`src/rtl/wm_cycle_ctrl.sv`:
```
// Washing-machine cycle controller.
// Runs a fixed FILL -> WASH -> DRAIN -> RINSE -> SPIN -> DONE sequence,
// timing each phase in units of TICK_DIV clock cycles. Durations for
// WASH/RINSE/SPIN are latched from BCD presets when the cycle starts.
module wm_cycle_ctrl #(
    parameter int TICK_DIV = 100000000,
    parameter int FILL_T   = 4,
    parameter int DRAIN_T  = 3
) (
    input  logic       clk,
    input  logic       rst_n,
    input  logic       start,
    input  logic       stop,
    input  logic       pause,
    input  logic [3:0] t_wash,
    input  logic [3:0] t_rinse,
    input  logic [3:0] t_spin,
    output logic [2:0] phase,
    output logic [3:0] remaining,
    output logic       valve_in,
    output logic       valve_out,
    output logic [1:0] motor,
    output logic       busy,
    output logic       done
);

    localparam int             PW         = (TICK_DIV > 2) ? $clog2(TICK_DIV) : 1;
    localparam logic [PW-1:0]  PRESC_MAX  = PW'(TICK_DIV - 1);
    localparam logic [PW-1:0]  PRESC_ZERO = PW'(0);
    localparam logic [PW-1:0]  PRESC_ONE  = PW'(1);
    localparam logic [3:0]     FILL_LEN   = 4'(FILL_T);
    localparam logic [3:0]     DRAIN_LEN  = 4'(DRAIN_T);

    typedef enum logic [2:0] {
        ST_IDLE  = 3'd0,
        ST_FILL  = 3'd1,
        ST_WASH  = 3'd2,
        ST_DRAIN = 3'd3,
        ST_RINSE = 3'd4,
        ST_SPIN  = 3'd5,
        ST_DONE  = 3'd6
    } state_t;

    // BCD digits above 9 are treated as 9.
    function automatic logic [3:0] clamp_bcd(input logic [3:0] v);
        if (v > 4'd9) begin
            clamp_bcd = 4'd9;
        end else begin
            clamp_bcd = v;
        end
    endfunction

    state_t         state_r, state_nxt_s, adv_state_s;
    logic [3:0]     remaining_r, remaining_nxt_s, adv_len_s;
    logic [PW-1:0]  presc_r, presc_nxt_s;
    logic [3:0]     lat_wash_r, lat_rinse_r, lat_spin_r;
    logic [3:0]     lat_wash_nxt_s, lat_rinse_nxt_s, lat_spin_nxt_s;
    logic [3:0]     wash_c_s, rinse_c_s, spin_c_s;
    logic           start_q_r, armed_r;
    logic           start_edge_s, busy_s;

    // armed_r blocks the first edge after reset, so a button held through
    // reset release is not mistaken for a fresh press.
    assign start_edge_s = start & ~start_q_r & armed_r;
    assign wash_c_s     = clamp_bcd(t_wash);
    assign rinse_c_s    = clamp_bcd(t_rinse);
    assign spin_c_s     = clamp_bcd(t_spin);
    assign busy_s       = (state_r == ST_FILL)  || (state_r == ST_WASH) ||
                          (state_r == ST_DRAIN) || (state_r == ST_RINSE) ||
                          (state_r == ST_SPIN);

    // State, timer and latched-duration registers.
    always_ff @(posedge clk or negedge rst_n) begin
        if (!rst_n) begin
            state_r     <= ST_IDLE;
            remaining_r <= 4'd0;
            presc_r     <= PRESC_ZERO;
            lat_wash_r  <= 4'd0;
            lat_rinse_r <= 4'd0;
            lat_spin_r  <= 4'd0;
            start_q_r   <= 1'b0;
            armed_r     <= 1'b0;
        end else begin
            state_r     <= state_nxt_s;
            remaining_r <= remaining_nxt_s;
            presc_r     <= presc_nxt_s;
            lat_wash_r  <= lat_wash_nxt_s;
            lat_rinse_r <= lat_rinse_nxt_s;
            lat_spin_r  <= lat_spin_nxt_s;
            start_q_r   <= start;
            armed_r     <= 1'b1;
        end
    end

    // Successor phase and its length when the current timed phase ends.
    always_comb begin
        adv_state_s = ST_IDLE;
        adv_len_s   = 4'd0;
        case (state_r)
            ST_FILL:  begin adv_state_s = ST_WASH;  adv_len_s = lat_wash_r;  end
            ST_WASH:  begin adv_state_s = ST_DRAIN; adv_len_s = DRAIN_LEN;   end
            ST_DRAIN: begin adv_state_s = ST_RINSE; adv_len_s = lat_rinse_r; end
            ST_RINSE: begin adv_state_s = ST_SPIN;  adv_len_s = lat_spin_r;  end
            ST_SPIN:  begin adv_state_s = ST_DONE;  adv_len_s = 4'd0;        end
            default:  begin adv_state_s = ST_IDLE;  adv_len_s = 4'd0;        end
        endcase
    end

    // Next-state logic: stop first, then start/pause/tick handling per state.
    always_comb begin
        state_nxt_s     = state_r;
        remaining_nxt_s = remaining_r;
        presc_nxt_s     = presc_r;
        lat_wash_nxt_s  = lat_wash_r;
        lat_rinse_nxt_s = lat_rinse_r;
        lat_spin_nxt_s  = lat_spin_r;
        if (stop) begin
            state_nxt_s     = ST_IDLE;
            remaining_nxt_s = 4'd0;
            presc_nxt_s     = PRESC_ZERO;
        end else begin
            case (state_r)
                ST_IDLE: begin
                    remaining_nxt_s = 4'd0;
                    presc_nxt_s     = PRESC_ZERO;
                    if (start_edge_s && ((wash_c_s | rinse_c_s | spin_c_s) != 4'd0)) begin
                        lat_wash_nxt_s  = wash_c_s;
                        lat_rinse_nxt_s = rinse_c_s;
                        lat_spin_nxt_s  = spin_c_s;
                        state_nxt_s     = ST_FILL;
                        remaining_nxt_s = FILL_LEN;
                    end else begin
                        state_nxt_s = ST_IDLE;
                    end
                end
                ST_FILL, ST_WASH, ST_DRAIN, ST_RINSE, ST_SPIN: begin
                    if (pause) begin
                        state_nxt_s = state_r;
                    end else if (remaining_r == 4'd0) begin
                        // zero-length phase: single-cycle dwell
                        state_nxt_s     = adv_state_s;
                        remaining_nxt_s = adv_len_s;
                        presc_nxt_s     = PRESC_ZERO;
                    end else if (presc_r == PRESC_MAX) begin
                        presc_nxt_s = PRESC_ZERO;
                        if (remaining_r == 4'd1) begin
                            state_nxt_s     = adv_state_s;
                            remaining_nxt_s = adv_len_s;
                        end else begin
                            remaining_nxt_s = remaining_r - 4'd1;
                        end
                    end else begin
                        presc_nxt_s = presc_r + PRESC_ONE;
                    end
                end
                ST_DONE: begin
                    remaining_nxt_s = 4'd0;
                    presc_nxt_s     = PRESC_ZERO;
                    if (start_edge_s) begin
                        state_nxt_s = ST_IDLE;
                    end else begin
                        state_nxt_s = ST_DONE;
                    end
                end
                default: begin
                    state_nxt_s     = ST_IDLE;
                    remaining_nxt_s = 4'd0;
                    presc_nxt_s     = PRESC_ZERO;
                end
            endcase
        end
    end

    // Actuator decode from the registered state; pause silences actuators.
    always_comb begin
        valve_in  = 1'b0;
        valve_out = 1'b0;
        motor     = 2'b00;
        if (!pause) begin
            case (state_r)
                ST_FILL:  valve_in  = 1'b1;
                ST_WASH:  motor     = 2'b01;
                ST_DRAIN: valve_out = 1'b1;
                ST_RINSE: motor     = 2'b01;
                ST_SPIN:  begin valve_out = 1'b1; motor = 2'b10; end
                default:  motor     = 2'b00;
            endcase
        end else begin
            motor = 2'b00;
        end
    end

    assign phase     = state_r;
    assign remaining = remaining_r;
    assign busy      = busy_s;
    assign done      = (state_r == ST_DONE);

endmodule

```
`config.mk`:
```
export PLATFORM = sky130hd
export DESIGN_NAME = wm_cycle_ctrl
export DESIGN_NICKNAME = d
export VERILOG_FILES = /design/src/rtl/wm_cycle_ctrl.sv
export SDC_FILE = /design/constraint.sdc
export NUM_CORES = 1
export LEC_CHECK = 0
export ABC_AREA = 1
export BUFFER_PORTS_ARGS = -buffer_cell sky130_fd_sc_hd__buf_2
export CORE_UTILIZATION = 54
export CTS_BUF_LIST = sky130_fd_sc_hd__clkbuf_2
export CTS_CLUSTER_DIAMETER = 100
export CTS_CLUSTER_SIZE = 28
export DETAILED_ROUTE_END_ITERATION = 10
export GPL_TIMING_DRIVEN = 0
export PLACE_DENSITY = 0.7
export SKIP_LAST_GASP = 1
export SYNTH_ARGS = -nofsm -noshare
export SYNTH_HDL_FRONTEND = slang
export SYNTH_SLANG_ARGS = --single-unit
```
`constraint.sdc`:
```
create_clock -name clk -period 4.3 [get_ports clk]
set_input_delay 0 -clock clk [delete_from_list [all_inputs] [get_ports clk]]
set_output_delay 0 -clock clk [all_outputs]
set_load 0.02 [all_outputs]
```
==> results.txt <==
----------------------------------------------------
[Floorplan]
  Boundary pin count ... 30
  Effective utilization at floorplan ... 56.6%
  Site Rows ... 26
  Overall die width ... 75.6 um
  Die Y ... 75.6 um
  Placeable Area ... 5170 um2
  Full die area ... 5720 um2

[Setup path]
  Crit Reg-Reg Startpoint ... presc_r[0]
  Reg-to-reg endpoint ... presc_r[4]
  Type of origin of the critical path ... register
  Highest fanout seen on the critical path ... 10
  Type of the worst setup path ... register to register
  Flop-to-flop setup slack ... 2330 ps
  Critical path origin ... presc_r[0]
  Timing endpoint of the critical path ... presc_r[4]
  Critical path endpoint category ... register
  Required time of the critical path ... 4690 ps
  Cell count of the worst reg-to-reg path ... 11
  Data arrival, critical path ... 2360 ps

[Synth]
  Xor and xnor area share after synthesis ... 0.299%
  Top cell type's share of synthesized area ... 41.0%
  Dominant combinational cell family by area after synthesis ... simple AND/OR/NAND/NOR gates
  Dominant synthesized flop cell ... dfrtp_1
  Mean cell area of the mapped netlist ... 6.73 um2
  Compound-gate portion of the synthesized area ... 10.4%
  Dominant cell type by area after synthesis ... dfrtp_1
  Proportion of synthesized area in mux cells ... 0%
  Net count after synthesis ... 457
  Mapped cell area ... 2930 um2
  Number of flops mapped to enable cells by yosys ... 0
  Count of state elements after synthesis ... 48
  Biggest area contributors in the synthesized netlist ... dfrtp_1, nand2_1, nor2_1
  Share of synthesized registers carrying an async set or reset ... 100%
  Gate Count Post-Synth ... 435
  Synth Area in Adders ... 2.14%
  Yosys Warn Count ... 0
  Simple logic cell fraction of the synthesized area ... 36.7%
  Post-synthesis cell type count ... 30
  Register area share after synthesis ... 41.0%

[Power and ir drop]
  Internal power ... 0.609 mW
  Power share of the combinational group ... 9.9%
  PwrDens ... 237 nW/um2
  Worst supply voltage drop on vdd ... 0.000143 V
  Switching share of power ... 25.8%
  Net Sw Power ... 0.211 mW
  Proportion of power drawn by flip-flops and latches ... 59.7%
  Reported leakage power ... 1.71 nW
  Proportion of power drawn by the clock network ... 30.4%

[Finish]
  Count of nets after finishing ... 516
  Final core area utilization ... 66.8%
  Number of diodes added for antenna fixing ... 0
  Area overhead of the layout relative to synthesis ... 18.1%
  Layout cell share with drive strength beyond 1 ... 11.1%

[Timing]
  Final hold viol count ... 0
  Worst slew pin tran ... 1080 ps
  Portion of the clock cycle consumed by the worst path in the final layout ... 45.8%
  Total negative slack ... 0 ps
  Maximum operating frequency ... 508 MHz
  Max Transition Viols Final ... 0
  Clock period minus final worst setup slack ... 1970 ps
  Setup violation total in the final timing report ... 0
  Setup repair after global routing missed its margin ... no
  Worst Hold Slack ... 44.2 ps
  Worst max-slew margin expressed relative to the limit ... 27.8%
  Final worst clock skew ... 22.0 ps

[Global routing]
  Global route overflow ... 0
  Most used routing layer ... met2
  Initial antenna violation count ... 0
  Number of global-route vias before repair ... 2784
  Maximum number of pins on one net before global-route repair ... 49
  Met3 track utilization from global routing ... 5.16%
  Met1 usage ... 30.6%
  Gr usage total ... 27.4%
  Wire length of the first global-routing pass ... 11.7 mm
  Met2 GRT Util ... 51.4%

[Status]
  Status ... finished, final reports clean

[Clocking]
  Skew-Pair Late Insertion Delay ... 440 ps
  CTS clk-pin slew, worst paths ... 260 ps
  Root Buffer ... clkbuf_2
  Clock tree from TritonCTS ... yes
  Number of H-tree branching levels ... 2
  Clock net sink count ... 48
  CTS Buf Count ... 5
  Max Root-Sink Buffers ... 2

[Drt]
  Number of nets with antenna violations after routing ... 0
  Detailed-route wire length per cell ... 12.5 um
  DRC violation total after the first TritonRoute iteration ... 136
  DRC violations left ... 0
  Via count of the routed design ... 2874
  Per-cell via count in the routed design ... 5.09
  First-pass iteration count of the detailed router ... 4
  Total routed wirelength ... 7.07 mm

[Placed design]
  Routability congestion estimate from global placement ... 0.899
  Sum of net half-perimeters after detailed placement ... 5.22 mm
  Count of buffers inserted at the top-level ports ... 29

[Flow run]
  Max capacitance violation total ... 0

[Worst hold path]
  Class of the tightest hold or removal check ... primary input to register

----------------------------------------------------
## area by class of cell
| cell class | count | area (um2) |
|---|---|---|
| Clock inverter | 3 | 42.5 |
| Tap cell | 70 | 87.6 |
| Timing Repair Buffer | 52 | 375 |
| Buffer | 7 | 51.3 |
| Clock buffer | 5 | 25.0 |
| Inverter | 58 | 220 |
| Sequential cell | 48 | 1200 |
| Fill cell | 456 | 1720 |
| Multi-Input combinational cell | 322 | 1450 |
## worst min-delay path by stage
| stage | slack, ps | to | cells after the start | startpoint |
|---|---|---|---|---|
| finish | 40 | presc_r[0] | 4 | pause |
| global route | 40 | presc_r[0] | 4 | pause |
| CTS | 20 | presc_r[0] | 4 | pause |
| detailed placement | 130 | start_q_r | 1 | start |
| global placement | 130 | start_q_r | 1 | start |
| floorplan | -300 | armed_r | 0 | rst_n |
## power groups by stage
stage	Clock (mW)	Sequential [mW]	Combinational [mW]
6_report	0.250	0.490	0.0808
5_1_grt	0.274	0.492	0.0941
4_1_cts	0.258	0.490	0.0806
3_5_place_dp	0	0.497	0.0641
3_3_place_gp	0	0.497	0.0622
2_1_floorplan	0	0.492	0.0357
## placed cells by master (no fill, tap or decap)
cell	count
a21oi_1	17
and3_1	1
buf_2	31
buf_4	2
buf_6	2
bufinv_16	1
clkbuf_1	1
clkbuf_2	5
clkinv_1	1
clkinv_4	1
conb_1	1
dfrtp_1	48
dlygate4sd3_1	23
ha_1	5
inv_1	54
inv_2	3
inv_4	1
nand2_1	125
nand2_2	3
nand3_1	26
nand3_2	1
nand3b_1	2
nand4_1	5
nand4_2	1
nor2_1	71
nor2_2	3
nor2_4	1
nor3_1	14
nor3b_1	1
nor4_1	1
o211ai_1	1
o21ai_0	39
o21ai_1	2
o31ai_1	1
xor2_1	1
## worst max-delay path, cell delays in order (launching register included)
cell and delay, ps:
dfrtp_1 480, ha_1 240, nand3_1 150, inv_1 70
nand2_1 140, nor2_1 70, nand2_1 80, nand2_1 100
nand2_2 180, buf_4 200, o21ai_0 90, a21oi_1 130
## registers in the layout, summed over array words and instances, names as in the netlist
| signal | cells |
|---|---|
| armed_r | 1 |
| lat_rinse_r | 4 |
| lat_spin_r | 4 |
| start_q_r | 1 |
| remaining | 4 |
| lat_wash_r | 4 |
| phase | 3 |
| presc_r | 27 |
## metal layers
layer | up-vias | share of wire, %
li1 | 1493 | -
met1 | 1310 | 43
met2 | 55 | 52
met3 | 16 | 2.7
met4 | 0 | 2.3
met5 | - | 0
## cell families after synthesis
kind of cell	count (synthesis)
flops	48
fa+ha+maj	5
xor+xnor	1
compound gates	60
simple gates	255
other cells	1
buf+inv	65
## cells in the mapped netlist (2+ instances only)
| master | n |
|---|---|
| nand2_2 | 3 |
| inv_1 | 54 |
| buf_4 | 2 |
| buf_6 | 2 |
| inv_2 | 3 |
| nor2_2 | 3 |
| o21ai_0 | 39 |
| ha_1 | 5 |
| buf_2 | 2 |
| a21oi_1 | 17 |
| nand4_1 | 5 |
| nor3_1 | 14 |
| dfrtp_1 | 48 |
| nor2_1 | 71 |
| nand3b_1 | 2 |
| nand2_1 | 125 |
| nand3_1 | 26 |
| o21ai_1 | 2 |
## through the flow
| step | instance area, um2 | power [mW] | cells | setup slack (ps) |
|---|---|---|---|---|
| after floorplan | 2930 | 0.528 | 435 | 2450 |
| after global placement | 3160 | 0.560 | 534 | 2420 |
| after global routing | 3460 | 0.861 | 565 | 2150 |
| final | 3460 | 0.820 | 565 | 2330 |
| after CTS | 3460 | 0.828 | 565 | 2320 |
| after detailed placement | 3160 | 0.561 | 534 | 2370 |
## repair_timing
item,4_1_cts,5_1_grt
resized for setup,0,0
endpoints found under the hold margin,64,0
hold buffers,23,0
buffers inserted,0,0
No activity file was read; power rests on OpenSTA's default activity.
